===== src/rtl/spec_acc_scheduler.sv =====
// spec_acc_scheduler
//   Sequences multi-pulse spectrum accumulation in the range-bin DPRAM and
//   then drains the accumulated spectrum to the upload path.
//
//   Frame flow: IDLE -> WAIT_TRIG -> ACQ (one pass per pulse) -> ... ->
//   READOUT -> DRAIN -> DONE -> IDLE.
//
// Ports
//   clk, rst          clock, synchronous active-high reset
//   start             one-cycle pulse, latches num_bins/num_pulses
//   abort             synchronous return to IDLE from any state
//   num_bins          range bins per pulse (1..2^BIN_W-1)
//   num_pulses        pulses per frame (1..2^PLS_W-1)
//   trig_in           laser trigger, starts one pulse of acquisition
//   acc_done          accumulator finished the current bin
//   up_ready          upload path may accept a new read
//   RangeBin_Counter  current bin presented to the accumulator
//   acc_first         first pulse of frame: overwrite instead of add
//   rd_addr, rd_en    readout address {bin, index} and read strobe
//   out_valid         rd_en delayed by RD_LAT (DPRAM data valid)
//   busy              any state other than IDLE
//   frame_done        one-cycle pulse after the final out_valid
//   cfg_err           start rejected because a count was zero
//   trig_miss         trigger arrived outside WAIT_TRIG while busy

module spec_acc_scheduler #(
  parameter int IDX_W  = 10,
  parameter int BIN_W  = 5,
  parameter int PLS_W  = 16,
  parameter int RD_LAT = 2
) (
  input  logic                   clk,
  input  logic                   rst,
  input  logic                   start,
  input  logic                   abort,
  input  logic [BIN_W-1:0]       num_bins,
  input  logic [PLS_W-1:0]       num_pulses,
  input  logic                   trig_in,
  input  logic                   acc_done,
  input  logic                   up_ready,
  output logic [BIN_W-1:0]       RangeBin_Counter,
  output logic                   acc_first,
  output logic [BIN_W+IDX_W-1:0] rd_addr,
  output logic                   rd_en,
  output logic                   out_valid,
  output logic                   busy,
  output logic                   frame_done,
  output logic                   cfg_err,
  output logic                   trig_miss
);

  localparam int ADDR_W = BIN_W + IDX_W;
  localparam int DR_W   = (RD_LAT > 1) ? $clog2(RD_LAT) : 1;

  localparam logic [2:0] S_IDLE      = 3'd0;
  localparam logic [2:0] S_WAIT_TRIG = 3'd1;
  localparam logic [2:0] S_ACQ       = 3'd2;
  localparam logic [2:0] S_READOUT   = 3'd3;
  localparam logic [2:0] S_DRAIN     = 3'd4;
  localparam logic [2:0] S_DONE      = 3'd5;

  logic [2:0]        state, state_nxt;
  logic [BIN_W-1:0]  nb_m1;      // latched num_bins - 1
  logic [PLS_W-1:0]  np_m1;      // latched num_pulses - 1
  logic [PLS_W-1:0]  pulse_cnt;
  logic [DR_W-1:0]   drain_cnt;
  logic [RD_LAT-1:0] vld_pipe;   // bit i = rd_en delayed i+1 cycles

  logic cfg_ok, bin_last, pulse_last, addr_last, drain_last;

  assign cfg_ok     = (num_bins != '0) && (num_pulses != '0);
  assign bin_last   = (RangeBin_Counter == nb_m1);
  assign pulse_last = (pulse_cnt == np_m1);
  assign addr_last  = (rd_addr == {nb_m1, {IDX_W{1'b1}}});
  assign drain_last = (drain_cnt == DR_W'(RD_LAT - 1));
  assign out_valid  = vld_pipe[RD_LAT-1];

  // NOTE: state_nxt gets a default before the case so every path assigns
  // it; otherwise synthesis would infer a latch to hold the old value.
  always_comb begin
    state_nxt = state;
    if (abort) begin
      state_nxt = S_IDLE;
    end else begin
      case (state)
        S_IDLE:      if (start && cfg_ok) state_nxt = S_WAIT_TRIG;
        S_WAIT_TRIG: if (trig_in) state_nxt = S_ACQ;
        S_ACQ:       if (acc_done && bin_last)
                       state_nxt = pulse_last ? S_READOUT : S_WAIT_TRIG;
        S_READOUT:   if (rd_en && addr_last) state_nxt = S_DRAIN;
        S_DRAIN:     if (drain_last) state_nxt = S_DONE;
        S_DONE:      state_nxt = S_IDLE;
        default:     state_nxt = S_IDLE;
      endcase
    end
  end

  // NOTE: all state updates use non-blocking assignments so every register
  // samples the pre-edge values regardless of statement order.
  always_ff @(posedge clk) begin
    if (rst || abort) begin
      // Abort flushes everything, including in-flight out_valid; the DPRAM
      // is untouched because the next frame's acc_first overwrites it.
      state            <= S_IDLE;
      nb_m1            <= '0;
      np_m1            <= '0;
      pulse_cnt        <= '0;
      drain_cnt        <= '0;
      vld_pipe         <= '0;
      RangeBin_Counter <= '0;
      acc_first        <= 1'b1;
      rd_addr          <= '0;
      rd_en            <= 1'b0;
      busy             <= 1'b0;
      frame_done       <= 1'b0;
      cfg_err          <= 1'b0;
      trig_miss        <= 1'b0;
    end else begin
      state      <= state_nxt;
      busy       <= (state_nxt != S_IDLE);
      frame_done <= (state_nxt == S_DONE);
      cfg_err    <= (state == S_IDLE) && start && !cfg_ok;
      trig_miss  <= trig_in && (state == S_ACQ || state == S_READOUT ||
                                state == S_DRAIN || state == S_DONE);
      // A read is issued only while staying in READOUT, so the cycle that
      // issues the last address never issues another.
      rd_en      <= (state == S_READOUT) && (state_nxt == S_READOUT) && up_ready;
      vld_pipe   <= (vld_pipe << 1) | RD_LAT'(rd_en);
      drain_cnt  <= (state == S_DRAIN) ? drain_cnt + DR_W'(1) : '0;

      case (state)
        S_IDLE: begin
          if (start && cfg_ok) begin
            nb_m1     <= num_bins - BIN_W'(1);
            np_m1     <= num_pulses - PLS_W'(1);
            pulse_cnt <= '0;
            acc_first <= 1'b1;
            rd_addr   <= '0;
          end
        end
        S_WAIT_TRIG: begin
          if (trig_in) RangeBin_Counter <= '0;
        end
        S_ACQ: begin
          if (acc_done) begin
            if (bin_last) begin
              RangeBin_Counter <= '0;
              if (pulse_last) begin
                rd_addr <= '0;
              end else begin
                pulse_cnt <= pulse_cnt + PLS_W'(1);
                acc_first <= 1'b0;
              end
            end else begin
              RangeBin_Counter <= RangeBin_Counter + BIN_W'(1);
            end
          end
        end
        S_READOUT: begin
          // The address moves only after a read is issued; the last address
          // is terminal and is held.
          if (rd_en && !addr_last) rd_addr <= rd_addr + ADDR_W'(1);
        end
        S_DONE: begin
          pulse_cnt <= '0;
          acc_first <= 1'b1;
          rd_addr   <= '0;
        end
        default: ;
      endcase
    end
  end

endmodule


===== config.mk =====
export PLATFORM = sky130hd
export DESIGN_NAME = spec_acc_scheduler
export DESIGN_NICKNAME = d
export VERILOG_FILES = /design/src/rtl/spec_acc_scheduler.sv
export SDC_FILE = /design/constraint.sdc
export NUM_CORES = 1
export LEC_CHECK = 0
export CORE_UTILIZATION = 46
export CTS_CLUSTER_SIZE = 8
export DETAILED_ROUTE_END_ITERATION = 6
export GPL_TIMING_DRIVEN = 0
export PLACE_DENSITY = 0.69
export SLEW_MARGIN = 20
export SYNTH_ARGS = -nofsm -noshare
export SYNTH_HDL_FRONTEND = slang
export SYNTH_SLANG_ARGS = --single-unit

===== constraint.sdc =====
create_clock -name clk -period 3.5 [get_ports clk]
set_input_delay 0.525 -clock clk [delete_from_list [all_inputs] [get_ports clk]]
set_output_delay 0.525 -clock clk [all_outputs]
set_load 0.005 [all_outputs]

### Word level (Yosys, flattened, before mapping)

Index checks and enable logic that the tools add are counted.

| word-level totals | value |
|---|---|
| flip-flop bits (word level) | 69 |
| output and inout bits | 27 |
| word-level logic and storage cells | 95 |

| cells by class | value |
|---|---|
| $add $sub $neg | 6 |
| equal/unequal tests | 17 |
| muxes and demuxes | 28 |
| bitwise logic cells | 2 |
| reductions and logical operators | 28 |

Operators with widths:

| kind | number |
|---|---|
| 15-bit two-way mux | 5 |
| 16-bit two-way mux | 4 |
| 15-bit one-hot mux with 4 select lines | 1 |
| 16-bit one-hot mux with 3 select lines | 1 |
| 3-bit two-way mux | 6 |
| 16-bit by 1-bit adder with 16-bit output (second input constant) | 1 |
| 16-bit == test | 1 |
| 16-bit nonzero test | 1 |
| 16-bit by 1-bit subtractor with 16-bit output (second input constant) | 1 |
| 15-bit by 1-bit adder with 15-bit output (second input constant) | 1 |
| 15-bit == test | 1 |
| 5-bit two-way mux | 3 |
| 3-bit one-hot mux with 5 select lines | 1 |
| 1-bit logical AND | 10 |
| 2-bit inequality test (second input constant) | 5 |
| 5-bit one-hot mux with 2 select lines | 1 |
| 3-bit by 2-bit == test with 1-bit output (second input constant) | 3 |
| 3-bit == test (second input constant) | 3 |
| 6-bit AND reduction | 1 |
| 3-bit nonzero test | 2 |
| 5-bit by 1-bit adder with 5-bit output (second input constant) | 1 |
| 5-bit == test | 1 |
| 5-bit AND reduction | 1 |
| 5-bit nonzero test | 1 |
| 17 further kinds | 25 |

### Logic depth before layout (Yosys ltp)

| depth | value |
|---|---|
| depth after elaboration | 9 |
| mapped depth | 10 |

### Worst setup path before layout

OpenSTA, ideal clock, no wires.

| path | value |
|---|---|
| path kind | input port to flip-flop |
| start | input num_pulses[0] |
| end | register pulse_cnt[5] |
| setup time | 0.074 ns |
| data arrival time | 2.371 ns |
| setup slack | 1.055 ns |
| stages on the path | 8 |
| buffers on the path | 0 |
| cell sequence | inv_1 ha_1 or4b_2 nor4_4 o21ai_4 nand2b_1 or4_1 o21ai_0 |

| on the way | value |
|---|---|
| word-level cells in the longest chain between the ends | 5 |

RTL lines:

| item | line | RTL |
|---|---|---|
| from (decl) | 37 | `input logic [PLS_W-1:0] num_pulses,` |
| 16-bit nonzero test | 71 | `assign cfg_ok = (num_bins != '0) && (num_pulses != '0);` |
| 1-bit logical AND | 71 |  |
| 1-bit logical AND | 133 | `if (start && cfg_ok) begin` |
| 2-bit by 1-bit inequality test with 1-bit output (no source line) | n/a |  |
| 5-bit AND reduction (no source line) | n/a |  |
| to (signal assigned) | 151 | `pulse_cnt <= pulse_cnt + PLS_W'(1);` |
| to (decl) | 65 | `logic [PLS_W-1:0] pulse_cnt;` |

No other way between the ends.
A chain may end at the register's enable or synchronous reset.

### Worst setup path after layout

| path | value |
|---|---|
| start | register rd_addr[1] |
| end | register rd_addr[8] |

| on the way | value |
|---|---|
| word-level cells in the longest chain between the ends | 5 |
| elaborated cells between the ends (all ways) | 8 |
| classes of those cells | 1 x add/sub; 2 x eq/ne; 2 x mux; 3 x reduce/logical |

RTL lines:

| item | line | RTL |
|---|---|---|
| from (decl) | 43 | `output logic [BIN_W+IDX_W-1:0] rd_addr,` |
| from (signal assigned) | 162 | `if (rd_en && !addr_last) rd_addr <= rd_addr + ADDR_W'(1);` |
| parallel branches: the longest is 5 deep, another holds 15-bit by 1-bit adder with 15-bit output | n/a |  |

Parallel ways; which one is timed is not known. The select of a mux whose other input is x is not followed.

==> parameters.txt <==
Parameter                              Value

Power and ir drop
  Switching share of power ... 24.1%
  Clock group share of total power ... 45.0%
  Sequential fraction of design power ... 44.9%
  Static power due to leakage ... 1.58 nW
  Power per unit of standard cell area ... 387 nW/um2
  Internal power consumption ... 1.37 mW
  Comb power frac ... 10.1%
  Worst ir drop on vdd ... 0.000195 V
  Power spent charging and discharging nets ... 0.434 mW

Timing
  Post-route worst hold slack ... 0.432 ns
  Largest clock skew in the final design ... 0.0151 ns
  Highest attainable clock frequency ... 335 MHz
  RSZ-0062 raised after global routing ... no
  Fin crit period ... 2.99 ns
  Transition time at the pin with the least slew margin ... 1.11 ns
  Crit path setup slack, layout ... 0.512 ns
  Number of slew-limit violations in the final report ... 0
  Period utilisation layout ... 85.4%
  Worst slew margin relative to its limit ... 25.6%
  # setup viols final ... 0
  Fin Setup TNS ... 0 ns
  Fin. Hold Viols ... 0

Logic synthesis
  Number of flops mapped to enable cells by yosys ... 0
  Post-synthesis net count ... 501
  Synthesized area per cell ... 8.04 um2
  Gate count of the mapped netlist ... 466
  Synth warn ... 0
  Proportion of register bits with asynchronous set or reset after synthesis ... 0%
  Synthesized cell area ... 3750 um2
  Number of library cell types mapped by synthesis ... 48
  Commonest register cell after synthesis ... sky130_fd_sc_hd__dfxtp_1
  Sequential element share of the synthesized area ... 36.9%
  Flip-flop and latch count after synthesis ... 69

Cells and area
  Final cell area excluding filler cells ... 4660 um2
  Final design utilization ... 59.7%
  Sequential standard cell area ... 1380 um2
  Most common cell after layout, fill and taps aside ... sky130_fd_sc_hd__dfxtp_1
  Ant diodes ... 0
  Area occupied by multi-input gates ... 2200 um2
  Synth-to-Final Area Change ... 24.4%
  Fillers ... 702
  Layout cells sized above 1 ... 5.78%
  Post-layout nets ... 566
  Most frequent cells in the layout ... sky130_fd_sc_hd__dfxtp_1, sky130_fd_sc_hd__clkdlybuf4s50_1, sky130_fd_sc_hd__nor2_1, sky130_fd_sc_hd__nand2_1, sky130_fd_sc_hd__a21oi_1

Global route
  Total global routing overflow ... 0
  First-pass GRT wire length ... 15700 um
  Initial antenna violation count ... 0
  Via count of the first global-routing pass ... 3222
  Global-route usage over all layers ... 23.3%
  Pin count of the biggest net entering global routing ... 13

Setup path
  Endpoint required time on the critical path ... 3.72 ns
  Arrival time of the worst setup path ... 3.21 ns
  Type of destination of the critical path ... flip-flop
  Classification of the worst setup path ... reg2reg
  Worst Setup Start Kind ... flip-flop
  Critical Path Fanout Max ... 10

Place
  HPWL Detailed ... 7110 um
  Number of buffers inserted by port buffering ... 54
  Routability cong. ... 0.856
  Area of placed instances ... 4420 um2
  Pre-CTS setup slack ... 0.180 ns

Floorplan
  Area of the core region ... 7810 um2
  Top-level I/O count ... 55
  Number of standard-cell rows in the floorplan ... 32
  Initial standard-cell utilization of the core ... 48.0%
  Die Span X ... 92.3 um
  Die footprint ... 8510 um2
  Height of the die ... 92.3 um

CTS
  H-tree level count ... 3
  Hold_buf cts ... 0
  Clock Tree Root ... sky130_fd_sc_hd__clkbuf_8
  Clock latency reported for the late side of the worst-skew pair ... 0.35 ns
  Resized Gates After CTS ... 0
  Number of clock sinks ... 69
  Clock transition at the register clock pins on the worst setup and hold paths after CTS ... 0.08 ns
  CTS tree ... done
  Number of buffers inserted to repair setup after CTS ... 0
  Number of buffers between clock root and the deepest sink ... 2
  CTS buffer count ... 9

Detailed routing
  Total iterations of the first detailed-routing run ... 5
  Initial detailed-routing violation count ... 145
  Number of vias in the routed layout ... 3646
  Aggregate routed wire length ... 9640 um
  Routed length per instance ... 15.1 um
  Vias per std cell ... 5.71
  Remaining routing DRC violations ... 0
  Post-route antenna net violation count ... 0

Status
  Outcome ... completed

Flow run
  Max Cap Viol ... 0

Worst hold path
  Class of the tightest hold or removal check ... reg2reg
## cell families (layout without fill, tap and decap cells)
group                      count (synthesis)  count (layout)  share of synthesized area [%]
DFF                                       69              69                           36.9
AOI/OAI and AO/OA                        106             106                           18.1
muxes                                      1               1                          0.267
and+or+nand+nor                          204             204                           28.3
xor gates and xnor gates                  42              42                           9.82
adders and majority gates                  7               7                           2.34
buffers and inverters                     37             107                           4.31
## worst max-delay path, cell delays in order (launching register included)
cell,delay [ns]
sky130_fd_sc_hd__dfxtp_1,0.41
sky130_fd_sc_hd__ha_1,0.28
sky130_fd_sc_hd__and4_1,0.30
sky130_fd_sc_hd__nand4_1,0.17
sky130_fd_sc_hd__o31ai_1,0.92
sky130_fd_sc_hd__nor2_1,0.14
sky130_fd_sc_hd__clkbuf_1,0.31
sky130_fd_sc_hd__a21boi_0,0.23
sky130_fd_sc_hd__a221oi_1,0.10
## state kept, by name, indices dropped and copies added (netlist names)
name,count
nb_m1,5
pulse_cnt,16
vld_pipe,2
RangeBin_Counter,5
rd_en,1
rd_addr,15
drain_cnt,1
frame_done,1
acc_first,1
state,3
np_m1,16
trig_miss,1
busy,1
cfg_err,1
## synthesized netlist by cell type, drive strengths merged, types with 8 or more instances
library cell	n	area share [%]
inv	14	1.4
nor2	50	5.0
nor3	17	2.3
o21ai	24	3.5
dfxtp	69	37
nand3	17	2.3
a21oi	33	4.5
nand2	39	3.9
xor2	19	4.4
nor4	16	3.1
nand4	8	1.3
clkbuf	17	1.7
or3	15	2.5
a211oi	21	4.2
xnor2	23	5.4
or4	11	2.2
## final cells by class
class	instances	share of cell area, %
Inverter	14	1.13
Clock inverter	6	2.36
Buffer	23	2.33
Timing Repair Buffer	54	11.6
Multi-Input combinational cell	360	47.3
Tap cell	102	2.74
Sequential cell	69	29.6
Clock buffer	10	2.95
## per-layer routing
metal	global-route usage (%)	wire length (um)	vias to the layer above
met2	36.2	4260	113
met4	8.20	131	0
met1	32.6	4660	1698
li1	-	-	1822
met3	3.81	587	13
met5	0	0	-
## path summary, 6_finish.rpt
check                                             start                      end  slack, ns  cells past startpoint
worst max register to register  rd_addr[1]$_SDFFE_PP0P_  rd_addr[8]$_SDFFE_PP0P_       0.51                      8
worst max-delay path            rd_addr[1]$_SDFFE_PP0P_  rd_addr[8]$_SDFFE_PP0P_       0.51                      8
worst min-delay path               drain_cnt$_SDFF_PP0_     drain_cnt$_SDFF_PP0_       0.43                      1
worst min register to register     drain_cnt$_SDFF_PP0_     drain_cnt$_SDFF_PP0_       0.43                      1
## through the flow
stage / std cells / total power [mW]
floorplan: 466 / 0.933
global placement: 622 / 1.01
detailed placement: 622 / 1.01
CTS: 638 / 1.81
global route: 638 / 1.87
finish: 638 / 1.80
## power by group through the flow
stage                     combinational [mW]  sequential, mW  clock [mW]
after floorplan                        0.108           0.825           0
after global placement                 0.178           0.828           0
after detailed placement               0.181           0.828           0
after CTS                              0.182           0.810       0.816
after global routing                   0.200           0.812       0.856
final                                  0.182           0.810       0.811
Power figures use the tool's default switching activity.
